--- config.mk ---
export PLATFORM = sky130hd
export DESIGN_NAME = regfile_writeback
export DESIGN_NICKNAME = d
export VERILOG_FILES = /design/src/rtl/regfile_writeback.sv
export SDC_FILE = /design/constraint.sdc
export NUM_CORES = 1
export LEC_CHECK = 0
export ABC_CLOCK_PERIOD_IN_PS = 5250
export CAP_MARGIN = 20
export CORE_MARGIN = 2
export CORE_UTILIZATION = 54
export CTS_CLUSTER_SIZE = 16
export DETAILED_ROUTE_END_ITERATION = 10
export PLACE_DENSITY = 0.94
export SYNTH_ARGS = -nofsm -noshare
export SYNTH_HDL_FRONTEND = slang
export SYNTH_SLANG_ARGS = --single-unit
--- constraint.sdc ---
create_clock -name clk -period 5.25 [get_ports clk]
set_input_delay 1.05 -clock clk [delete_from_list [all_inputs] [get_ports clk]]
set_output_delay 1.05 -clock clk [all_outputs]
set_load 0.02 [all_outputs]
--- src/rtl/regfile_writeback.sv ---
// Register file write front end: ALU results get priority, loads drain from a small FIFO, queued loads made stale by a younger ALU write are killed.
// Latency: ALU result in N is written in N+1; a load accepted into an empty FIFO in N is written in N+2 if the ALU is idle in N+1.
// Backpressure: ALU is never stalled; ld_ready = !full && !rst. Optional REGFILE_WB_STATS_EN adds saturating commit/kill counters.
module regfile_writeback #(
    parameter  int DATA_W     = 16,
    parameter  int ADDR_W     = 4,
    parameter  int FIFO_DEPTH = 2,
    localparam int CNT_W      = $clog2(FIFO_DEPTH + 1)
) (
    input  logic              clk,
    input  logic              rst,
    input  logic              alu_valid,
    input  logic [ADDR_W-1:0] alu_rd,
    input  logic [DATA_W-1:0] alu_data,
    input  logic              ld_valid,
    output logic              ld_ready,
    input  logic [ADDR_W-1:0] ld_rd,
    input  logic [DATA_W-1:0] ld_data,
    output logic              we3,
    output logic [ADDR_W-1:0] wa3,
    output logic [DATA_W-1:0] wd3,
    output logic [CNT_W-1:0]  pend_cnt
`ifdef REGFILE_WB_STATS_EN
    ,
    output logic [15:0]       stat_alu_wr,
    output logic [15:0]       stat_ld_wr,
    output logic [15:0]       stat_kill
`endif
);

    localparam int PTR_W = (FIFO_DEPTH > 1) ? $clog2(FIFO_DEPTH) : 1;

    // Load buffer storage; a cleared live bit marks an entry killed (or a free slot).
    logic [ADDR_W-1:0]     mem_a_q [FIFO_DEPTH];
    logic [DATA_W-1:0]     mem_d_q [FIFO_DEPTH];
    logic [FIFO_DEPTH-1:0] live_q, live_d;
    logic [PTR_W-1:0]      rd_ptr_q, rd_ptr_d, wr_ptr_q, wr_ptr_d;
    logic [CNT_W-1:0]      cnt_q, cnt_d;

    logic              we3_q, we3_d;
    logic [ADDR_W-1:0] wa3_q, wa3_d;
    logic [DATA_W-1:0] wd3_q, wd3_d;

    logic alu_sel, fifo_empty, fifo_full, head_live, ld_acc, push, pop;
    logic [CNT_W:0] kill_n;

    assign alu_sel    = alu_valid && (alu_rd != '0);
    assign fifo_empty = (cnt_q == '0);
    assign fifo_full  = (cnt_q == CNT_W'(FIFO_DEPTH));
    assign head_live  = !fifo_empty && live_q[rd_ptr_q];
    assign ld_ready   = !fifo_full && !rst;
    assign ld_acc     = ld_valid && ld_ready;
    // Dead heads drain only in cycles the ALU leaves the write port idle.
    assign pop        = !alu_sel && !fifo_empty;
    // r0 loads and loads superseded by this cycle's ALU write are swallowed.
    assign push       = ld_acc && (ld_rd != '0) && !(alu_sel && (ld_rd == alu_rd));

    // Write-port select and FIFO pointer/occupancy/live-bit next state.
    always_comb begin
        we3_d    = 1'b0;
        wa3_d    = wa3_q;
        wd3_d    = wd3_q;
        live_d   = live_q;
        rd_ptr_d = rd_ptr_q;
        wr_ptr_d = wr_ptr_q;
        cnt_d    = cnt_q;
        kill_n   = '0;

        if (alu_sel) begin
            we3_d = 1'b1;
            wa3_d = alu_rd;
            wd3_d = alu_data;
            for (int i = 0; i < FIFO_DEPTH; i++) begin
                if (live_q[i] && (mem_a_q[i] == alu_rd)) begin
                    live_d[i] = 1'b0;
                    kill_n    = kill_n + 1'b1;
                end
            end
            if (ld_acc && (ld_rd == alu_rd)) begin
                kill_n = kill_n + 1'b1;
            end
        end else if (head_live) begin
            we3_d = 1'b1;
            wa3_d = mem_a_q[rd_ptr_q];
            wd3_d = mem_d_q[rd_ptr_q];
        end

        if (pop) begin
            live_d[rd_ptr_q] = 1'b0;
            rd_ptr_d = (rd_ptr_q == PTR_W'(FIFO_DEPTH - 1)) ? '0 : rd_ptr_q + 1'b1;
        end
        if (push) begin
            live_d[wr_ptr_q] = 1'b1;
            wr_ptr_d = (wr_ptr_q == PTR_W'(FIFO_DEPTH - 1)) ? '0 : wr_ptr_q + 1'b1;
        end
        if (push && !pop) begin
            cnt_d = cnt_q + 1'b1;
        end else if (pop && !push) begin
            cnt_d = cnt_q - 1'b1;
        end
    end

    // State and registered write-port outputs.
    always_ff @(posedge clk) begin
        if (rst) begin
            we3_q    <= 1'b0;
            wa3_q    <= '0;
            wd3_q    <= '0;
            live_q   <= '0;
            rd_ptr_q <= '0;
            wr_ptr_q <= '0;
            cnt_q    <= '0;
        end else begin
            we3_q    <= we3_d;
            wa3_q    <= wa3_d;
            wd3_q    <= wd3_d;
            live_q   <= live_d;
            rd_ptr_q <= rd_ptr_d;
            wr_ptr_q <= wr_ptr_d;
            cnt_q    <= cnt_d;
        end
    end

    // Entry payload needs no reset: a slot is only read while its live bit is set.
    always_ff @(posedge clk) begin
        if (!rst && push) begin
            mem_a_q[wr_ptr_q] <= ld_rd;
            mem_d_q[wr_ptr_q] <= ld_data;
        end
    end

    // Live-entry count for pend_cnt; free and killed slots have live cleared.
    always_comb begin
        pend_cnt = '0;
        for (int i = 0; i < FIFO_DEPTH; i++) begin
            pend_cnt = pend_cnt + CNT_W'(live_q[i]);
        end
    end

    assign we3 = we3_q;
    assign wa3 = wa3_q;
    assign wd3 = wd3_q;

`ifdef REGFILE_WB_STATS_EN
    logic [15:0] st_alu_q, st_ld_q, st_kill_q;
    logic [16:0] kill_sum;

    assign kill_sum = {1'b0, st_kill_q} + 17'(kill_n);

    // Saturating event counters.
    always_ff @(posedge clk) begin
        if (rst) begin
            st_alu_q  <= '0;
            st_ld_q   <= '0;
            st_kill_q <= '0;
        end else begin
            if (alu_sel && (st_alu_q != 16'hFFFF)) st_alu_q <= st_alu_q + 1'b1;
            if (pop && head_live && (st_ld_q != 16'hFFFF)) st_ld_q <= st_ld_q + 1'b1;
            st_kill_q <= kill_sum[16] ? 16'hFFFF : kill_sum[15:0];
        end
    end

    assign stat_alu_wr = st_alu_q;
    assign stat_ld_wr  = st_ld_q;
    assign stat_kill   = st_kill_q;
`else
    logic unused_kill;
    assign unused_kill = ^kill_n;
`endif

endmodule

==> Word-level counts from Yosys, hierarchy flattened <==
Memories as Yosys holds them, arrays and structs flattened. A register that Yosys moved wholly into a read port is not among the register bits.
Cells that the tools add are included.
{ "totals": {"register_bits": 27, "ram_bits": 40, "in_bits": 44, "out_inout_bits": 24, "wordCells": 79, "n_memories": 2} }
{ "op_classes": {"add_sub_neg": 5, "magnitude_cmp": 4, "n_eq_ne": 4, "mux": 27, "n_bitwise": 3, "reduce_logical": 27} }
{ "memory_table": {"columns": ["memory", "depth", "word_bits", "rd", "rd_clocked_by_memory_dff", "wr", "line_no", "source"], "rows": [
  ["mem_d_q", 2, 16, 1, 1, 1, "35", "logic [DATA_W-1:0] mem_d_q [FIFO_DEPTH];"],
  ["mem_a_q", 2, 4, 3, 1, 1, "34", "logic [ADDR_W-1:0] mem_a_q [FIFO_DEPTH];"]
]} }
{ "ops": {"columns": ["op", "count"], "rows": [
  ["16-bit 2-to-1 mux", 2],
  ["1-bit 2-to-1 mux", 16],
  ["1-bit logical AND", 15],
  ["4-bit == test", 3],
  ["2-bit 2-to-1 mux", 5],
  ["4-bit 2-to-1 mux", 2],
  ["4-bit nonzero test", 2],
  ["1-bit zero test", 7],
  ["1-bit by 2-bit less-than comparator with 1-bit output, second input constant", 2],
  ["2-bit nonzero test", 2],
  ["1-bit adder, second input constant", 2],
  ["1-bit by 1-bit adder with 2-bit output", 1],
  ["2-bit by 1-bit adder with 2-bit output, second input constant", 1],
  ["2-bit AND", 1],
  ["1-bit demux with 1-bit select", 2],
  ["2-bit == test, second input constant", 1],
  ["1-bit >= comparator, second input constant", 2],
  ["2-bit zero test", 1],
  ["2-bit NOT", 1],
  ["2-bit OR", 1],
  ["2-bit by 1-bit subtractor with 2-bit output, second input constant", 1]
]} }

==> Longest topological paths before layout <==
Gate-level depths: netlist of run 1.
{ "logic_depth": {"word_depth": 10, "ltp_mapped": 9, "ltp_nobuf": 8} }

==> Least setup slack after synthesis of run 1 <==
OpenSTA, ideal clock, no wires.
{ "synth_path": {"path_type": "input-to-reg", "from": "input port rst", "to": "memory mem_a_q[0][0], enable pin", "setup_time_ns": 0.397, "arrival_ns": 2.825, "required_ns": 4.853, "setup_slack_ns": 2.028, "path_stages": 4, "path_buffers": 1, "cell_sequence": "buf_2 > or4b_4 > a21o_4 > nor2_1"} }
{ "synth_between": {"elab_chain_len": 8} }
{ "synth_lines": {"columns": ["item", "line_no", "source"], "rows": [
  ["start: declaration", "11", "input logic rst,"],
  ["1-bit zero test *", "51, 126", null],
  ["1-bit logical AND", "51", "assign ld_ready = !fifo_full && !rst;"],
  ["1-bit logical AND", "52", "assign ld_acc = ld_valid && ld_ready;"],
  ["1-bit logical AND (2 in series)", "56", "assign push = ld_acc && (ld_rd != '0) && !(alu_sel && (ld_rd == alu_rd));"],
  ["1-bit logical AND *", "126", "if (!rst && push) begin"],
  ["1-bit 2-to-1 mux *", "126", null],
  ["1-bit 2-to-1 mux (not written as such) *", "127", "mem_a_q[wr_ptr_q] <= ld_rd;"],
  ["end: declaration", "34", null]
]} }
Mark *: on every way between the ends. The rest lies on a longest branch, timed or not.

==> Worst setup path in the final report of run 1 <==
{ "layout_path": {"from": "input port rst", "to": "output port ld_ready"} }
{ "layout_between": {"elab_chain_len": 2} }
{ "layout_lines": {"columns": ["item", "line_no", "source"], "rows": [
  ["1-bit zero test", "51", null],
  ["1-bit logical AND", "51", null],
  ["end: declaration", "16", "output logic ld_ready,"]
]} }
No other way between the ends.

==> results.cfg, run 1 <==
[status]
outcome = finished clean

[synthesis]
ys_top_cells_by_count = edfxtp_1, dfxtp_1, mux2i_1
seq_area_frac_synth = 0.592
synthesis.area_per_instance_um2 = 13.6
synth_top_cell_by_area = edfxtp_1
yosys.area_share.simple = 0.0614
ys_types = 38
postSynthCellCount = 218
synth_fa_ha_area_frac = 0.00841
synth_area_leaders = edfxtp_1, dfxtp_1, mux2_2
synthesis.area_um2 = 2980
synth_compound_area_frac = 0.117
yosysWarnings = 0
yosysMostFrequentCell = edfxtp_1
synth-async-reset-ratio = 0
muxShareOfSynthArea = 0.139
syn-num-nets = 264
ys_ff_latch = 68
ys.flop_type = edfxtp_1
synth-edff-count = 40
synth_top_family_by_area = multiplexers
synth_xor_area_frac = 0.0442
synth_top_area_share = 0.404

[floorplan]
die_x_um = 78.2
die_area_um2 = 6120
die_y_um = 78.2
ios = 68
row_count = 27
start_util = 0.550
core_region_area_um2 = 5410

[sta]
fin_crit_sh = 0.660
tns_ns = 0
grt_setup_unrepaired = no
holdWs_ns = 0.537
skew_ns = 0.00668
slew_viol_final = 0
worstMarginPinSlew_ns = 0.991
maxSlewHeadroom = 0.339
setup_viol = 0
timing.fmax_mhz = 289
final.min_clock_period_ns = 3.46
hold_violations = 0

[pwr]
power_frac_comb = 0.280
switchingPower_uw = 434
clockPowerShare = 0.243
p_leak_nw = 1.32
powerDensity_nw_per_um2 = 381
pwr-share-seq = 0.478
p_int_mw = 1.04
max-vdd-ir-drop_mv = 0.219
netSwitchingFraction = 0.294

[cts]
path_clk_slew_ns = 0.07
cts_root_buffer = clkbuf_8
cts_tree = yes
cts_resized = 0
clk_latency_ns = 0.34
numCtsBuffers = 9
hold_buffers = 0
clockBufferDepth = 2
post_cts_buffers = 0
cts.sinks = 68
htreeDepth = 3

[setup_path]
endpoint_kind = output port
startpoint_type = input port
worst-path-max-fanout = 10
criticalPathCategory = in2out
reg2reg_slack_ns = 3.01
crit_arrival_ns = 2.41
crit_required_ns = 4.20

[grt]
grt.overflow.total = 0
track_usage = 0.212
antenna_found_initial = 0
grt_pass1_wl_um = 9550
grt_max_degree = 24
grt_pass1_vias = 2001

[placed_design]
dp_hpwl_um = 4090
dp.cells = 345
postPlaceCellArea_um2 = 3660
io_buffers = 67
globalplace.congestion = 0.894

[finish]
design_area_um2 = 3860
fillers = 402
layout.nets = 332
antennaDiodeCount = 0
register_area_um2 = 1760
fin_cells = 363
multi_input_area_um2 = 1110
areaGrowthSynthToFinish_pct = 29.8
drive_above_1_share = 0.189

[detailed_routing]
first_pass_iters = 4
drt-initial-drc-count = 73
routed_via_density = 5.41
post-route-drc-count = 0
drt-total-wl_um = 6070
num_vias = 1963
ant_nets = 0
wire_per_inst_um = 16.7

[job]
cap_violations = 0

[hold_path]
hold_path_class = reg2reg
==> layout make-up <==
type	count	share of cell area
clock buffers	13	0.0385
clock inverters	3	0.00324
multi-input cells	132	0.286
inverters	4	0.00389
repair buffers	71	0.189
flip-flops and latches	68	0.456
well taps	72	0.0233
==> per-stage QoR <==
stage | setup slack, ns | total power, mW | utilization
floorplan | 2.03 | 0.985 | -
global placement | 1.57 | 1.11 | 0.677
detailed placement | 1.51 | 1.12 | 0.677
CTS | 1.80 | 1.47 | 0.707
global route | 1.69 | 1.54 | 0.715
finish | 1.79 | 1.47 | 0.715
==> placed cells by master, fill, tap and decap left out, drive strengths merged, types with 7 or more instances in the layout <==
cell type and count:
clkdlybuf4s50 67, mux2i 20, nand2 18, clkbuf 13, o22ai 17, xor2 8, xnor2 7, o21ai 9
dfxtp 28, edfxtp 40, nor2 10, mux2 19
==> state kept, by name, indices dropped and copies added, names as in the netlist, named ones only <==
register	flops
cnt_q	2
live_q	2
mem_a_q	8
mem_d_q	32
rd_ptr_q	1
wa3	4
wd3	16
we3	1
wr_ptr_q	1
==> worst paths after layout <==
check	startpoint	to	cells past startpoint
max	rst	ld_ready	3
min	cnt_q[1]$_SDFFE_PP0P_	cnt_q[1]$_SDFFE_PP0P_	2
max reg2reg	cnt_q[0]$_SDFFE_PP0P_	mem_d_q[0][7]$_DFFE_PP_	5
min reg2reg	cnt_q[1]$_SDFFE_PP0P_	cnt_q[1]$_SDFFE_PP0P_	2
==> kinds of logic (layout without fill, tap and decap cells) <==
kind of cell / Yosys count / after routing
compound gates: 37 / 37
xor+xnor: 15 / 15
fa+ha+maj: 2 / 2
buf+inv: 18 / 91
flops: 68 / 68
mux: 39 / 39
simple gates: 39 / 39
==> critical path, stage by stage <==
cell and delay (ns):
clkdlybuf4s50_1 0.58, nor2_1 0.17, clkdlybuf4s50_1 0.61
==> power groups by stage <==
stage	Clock (mW)	Sequential (mW)	Combinational, mW
detailed placement	0	0.715	0.404
finish	0.358	0.703	0.412
floorplan	0	0.703	0.282
global placement	0	0.711	0.395
global route	0.383	0.714	0.444
CTS	0.364	0.704	0.406
==> metal layers <==
layer / vias to the layer above / track usage / routed length [µm]
met5: - / 0 / 0
met4: 0 / 0.146 / 132
met3: 14 / 0.0402 / 363
met2: 75 / 0.354 / 3020
met1: 931 / 0.246 / 2550
li1: 943 / - / -
Power figures use the tool's default switching activity.
==> inputs of run 2 (changes only) <==
ABC_CLOCK_PERIOD_IN_PS = 3480   (was 5250)
CORE_UTILIZATION = 50   (was 54)
PLACE_DENSITY = 0.89   (was 0.94)
clock period = 3.48 ns   (was 5.25 ns; I/O delays follow)
==> run 2 against run 1 <==
Effect of this change: critical path depth rose by 5; utilization is 4.8 points lower; flip-flop and latch count did not move; via count increased by 0.25%; clock skew hardly changed; global-route usage is 0.20 points higher; register-to-register slack got worse by 1.7 ns; wire length up 5.2%; critical path type is now in2reg; critical endpoint is now cnt_q[1]$_SDFFE_PP0P_; highest routed layer unchanged.
==> results.cfg, run 2 (synthesis gave the netlist of run 1 again) <==
[status]
outcome = finished clean

[placed_design]
io_buffers = 67
dp_hpwl_um = 4360
dp.cells = 355
globalplace.congestion = 0.869

[finish]
multi_input_area_um2 = 1110
fillers = 432
register_area_um2 = 1760
layout_common_cells = clkdlybuf4s50_1, edfxtp_1, dfxtp_1, mux2i_1, mux2_2
layout.nets = 337
drive_above_1_share = 0.203
areaGrowthSynthToFinish_pct = 31.1
top_register = mem_d_q
mostFrequentLayoutCell = clkdlybuf4s50_1
antennaDiodeCount = 0
largest_register_ffs = 32
fin_cells = 371
fin_util = 0.667

[cts]
clockBufferDepth = 2
path_clk_slew_ns = 0.07
cts_root_buffer = clkbuf_8
cts_resized = 0
cts.sinks = 68
hold_buffers = 0
numCtsBuffers = 9
clk_latency_ns = 0.34
cts_tree = yes
htreeDepth = 3
post_cts_buffers = 0

[detailed_routing]
ant_nets = 0
wire_per_inst_um = 17.2
routed_via_density = 5.30
post-route-drc-count = 0
first_pass_iters = 4
num_vias = 1968
drt-initial-drc-count = 111
drt-total-wl_um = 6390

[sta]
skew_ns = 0.00619
worstMarginPinSlew_ns = 0.921
setup_viol = 0
grt_setup_unrepaired = no
timing.fmax_mhz = 353
slew_viol_final = 0
tns_ns = 0
maxSlewHeadroom = 0.385
final.min_clock_period_ns = 2.83
hold_violations = 0
holdWs_ns = 0.527
fin_crit_sh = 0.813

[pwr]
max-vdd-ir-drop_mv = 0.339
p_leak_nw = 1.34
powerDensity_nw_per_um2 = 592
totalPowerFinal_mw = 2.31

[grt]
grt_max_degree = 23
antenna_found_initial = 0
grt_pass1_vias = 2103
track_usage = 0.214
grt_pass1_wl_um = 10100
grt.overflow.total = 0

[floorplan]
die_y_um = 81.1
row_count = 28
die_x_um = 81.1
core_region_area_um2 = 5850
start_util = 0.509
ios = 68
die_area_um2 = 6580

[hold_path]
hold_path_class = reg2reg

[setup_path]
crit_required_ns = 3.75
worst-path-max-fanout = 6
criticalPathCategory = in2reg
crit_arrival_ns = 3.10
startpoint_type = input port
endpoint_kind = flip-flop

[job]
cap_violations = 0
-- run 2: final cells by class --
class / instances / area share
Multi-Input combinational cell: 132 / 0.284
Tap cell: 75 / 0.0241
Timing Repair Buffer: 76 / 0.189
Inverter: 4 / 0.00385
Clock buffer: 14 / 0.0391
Sequential cell: 68 / 0.452
Clock inverter: 2 / 0.00866
-- run 2: stage by stage --
stage / cell area (µm²) / worst slack [ns]
2_1_floorplan: 2980 / 0.612
3_3_place_gp: 3710 / 0.415
3_5_place_dp: 3710 / 0.329
4_1_cts: 3900 / 0.681
5_1_grt: 3900 / 0.508
6_report: 3900 / 0.651
-- run 2: final timing paths --
kind / startpoint / to / slack, ns / cells after the start
setup / recovery: alu_rd[0] / cnt_q[1]$_SDFFE_PP0P_ / 0.65 / 8
hold / removal: wr_ptr_q$_SDFFE_PP0P_ / wr_ptr_q$_SDFFE_PP0P_ / 0.53 / 1
setup reg to reg: cnt_q[0]$_SDFFE_PP0P_ / cnt_q[1]$_SDFFE_PP0P_ / 1.35 / 7
hold reg to reg: wr_ptr_q$_SDFFE_PP0P_ / wr_ptr_q$_SDFFE_PP0P_ / 0.53 / 1
-- run 2: where the power goes --
group / switching [mW] / internal [mW] / leakage (nW)
Combinational: 0.290 / 0.334 / 0.655
Clock: 0.281 / 0.350 / 0.0923
Sequential: 0.0962 / 0.959 / 0.597
Total: 0.668 / 1.64 / 1.34
-- run 2: metal layers --
metal	vias up	global-route usage	wire [µm]
li1	953	-	-
met1	947	0.249	2710
met2	61	0.372	3290
met3	7	0.0400	281
met4	0	0.115	105
met5	-	0	0
-- run 2: critical path: stages --
cell and delay (ns):
clkdlybuf4s50_1 0.59, xor2_1 0.25, nor4_1 0.47, a21o_4 0.24
inv_1 0.05, ha_1 0.32, or3_1 0.35, a21oi_1 0.14
==> inputs of run 3 (changes only) <==
ABC_CLOCK_PERIOD_IN_PS = 2400   (was 3480)
CORE_UTILIZATION = 45   (was 50)
PLACE_DENSITY = 0.85   (was 0.89)
clock period = 2.4 ns   (was 3.48 ns; I/O delays follow)
==> run 3 against run 2 <==
Effect of this change: clock-buffer cell count is 3 lower; hold slack better by 0.0014 ns; worst setup slack worse by 0.60 ns; clock power is 29% higher; total power is 46% higher; utilization is 2.5 points lower; first-iteration DRC count is 24% lower; via count is 6.0% higher; largest power group unchanged; highest routed layer unchanged.
==> results.cfg, run 3 (synthesis gave the netlist of run 1 again) <==
[status]
outcome = finished clean

[cts]
path_clk_slew_ns = 0.08
cts_root_buffer = clkbuf_8
clk_latency_ns = 0.34
htreeDepth = 3
cts_tree = yes
cts.sinks = 68
clockBufferDepth = 2
numCtsBuffers = 9

[finish]
largest_register_ffs = 32
mostFrequentLayoutCell = clkdlybuf4s50_1
register_area_um2 = 1760
multi_input_area_um2 = 1110
drive_above_1_share = 0.280
layout_common_cells = clkdlybuf4s50_1, edfxtp_1, buf_4, dfxtp_1, mux2i_1
antennaDiodeCount = 0
areaGrowthSynthToFinish_pct = 37.8
top_register = mem_d_q
fin_cells = 398
fillers = 488
layout.nets = 362

[detailed_routing]
drt-initial-drc-count = 84
wire_per_inst_um = 16.4
routed_via_density = 5.24
ant_nets = 0
drt-total-wl_um = 6540
post-route-drc-count = 0
num_vias = 2086
first_pass_iters = 4

[floorplan]
ios = 68
die_area_um2 = 7280
die_y_um = 85.3
start_util = 0.466
row_count = 29
die_x_um = 85.3
core_region_area_um2 = 6390

[setup_path]
timing.critical_path.from = ld_rd[0]
criticalPathCategory = in2reg
reg2reg_slack_ns = 0.27
crit_arrival_ns = 2.62
reg2reg_depth = 7
rr_startpoint = cnt_q[0]$_SDFFE_PP0P_
startpoint_type = input port
crit_required_ns = 2.67
worst-path-max-fanout = 3
endpoint_kind = flip-flop
r2r_end = cnt_q[1]$_SDFFE_PP0P_

[sta]
slew_viol_final = 0
timing.fmax_mhz = 427
maxSlewHeadroom = 0.740
tns_ns = 0
final.min_clock_period_ns = 2.34
hold_violations = 0
fin_crit_sh = 0.977
setup_viol = 0
skew_ns = 0.0131
worstMarginPinSlew_ns = 0.390

[placed_design]
dp.cells = 381
io_buffers = 67
dp_hpwl_um = 4660
globalplace.congestion = 0.771

[grt]
track_usage = 0.187
grt_pass1_wl_um = 10500
grt.overflow.total = 0
antenna_found_initial = 0
grt_max_degree = 21
grt_pass1_vias = 2205

[pwr]
pwr-share-seq = 0.444
p_leak_nw = 1.47
powerDensity_nw_per_um2 = 822
netSwitchingFraction = 0.302
switchingPower_mw = 1.02
p_int_mw = 2.35
max-vdd-ir-drop_mv = 0.504
totalPowerFinal_mw = 3.37
power_frac_comb = 0.313
clockPowerShare = 0.242

[hold_path]
min-delay-start = wa3[0]$_SDFFE_PP0P_
hold_path_class = reg2reg
hold_depth = 1
hold_end = wa3[0]$_SDFFE_PP0P_

[job]
cap_violations = 0
-- run 3: cell types whose count changed in the layout (fill, tap and decap cells not counted), moves of 2 or more --
cell	previous run	this run
buf_4	9	33
clkinv_2	0	2
clkbuf_1	4	1
clkinvlp_4	0	2
-- run 3: how the worst max path moves through the flow --
stage / to
floorplan: mem_a_q[0][0]$_DFFE_PP_
global placement: cnt_q[1]$_SDFFE_PP0P_
detailed placement: cnt_q[1]$_SDFFE_PP0P_
CTS: cnt_q[1]$_SDFFE_PP0P_
global route: cnt_q[1]$_SDFFE_PP0P_
finish: cnt_q[1]$_SDFFE_PP0P_
-- run 3: area by class of cell --
| type | count | share of cell area |
|---|---|---|
| clock buffer | 11 | 0.0345 |
| sequential | 68 | 0.430 |
| multi-input combinational | 132 | 0.272 |
| timing repair buffer | 101 | 0.230 |
| clock inverter | 5 | 0.00702 |
| tap | 77 | 0.0235 |
| inverter | 4 | 0.00366 |
-- run 3: power groups by stage --
stage	clock (mW)	combinational (mW)	sequential, mW
after floorplan	0	0.616	1.54
after global placement	0	1.01	1.51
after detailed placement	0	1.04	1.52
after CTS	0.829	1.05	1.50
after global routing	0.876	1.14	1.51
final	0.817	1.06	1.50
-- run 3: layer usage --
layer,track usage,share of wire
met1,0.238,0.46
met2,0.311,0.49
met3,0.0457,0.044
met4,0.0649,0.0052
met5,0,0
-- run 3: worst max-delay path, cell delays in order --
cell	delay [ns]
clkdlybuf4s50_1	0.52
nor4_1	0.08
or4b_4	0.53
a21o_4	0.20
inv_1	0.05
ha_1	0.24
or3_4	0.38
a21oi_2	0.15
-- run 3: per-stage QoR --
stage          hold slack (ns)  setup WS, ns  cell area [µm²]  utilization
2_1_floorplan            0.474        -0.252             2980            -
3_3_place_gp             0.504        -0.194             3910        0.612
3_5_place_dp             0.499        -0.303             3910        0.612
4_1_cts                  0.521        0.0535             4080        0.639
5_1_grt                  0.525      -0.00245             4100        0.642
6_report                 0.528        0.0556             4100        0.642
-- run 3: what timing repair did --
item / CTS / global route
hold buffers: 0 / 0
resized for setup: 0 / 3
setup buffers: 0 / 1
endpoints found under the hold margin: 0 / 0
endpoints found under the setup margin: 0 / 1
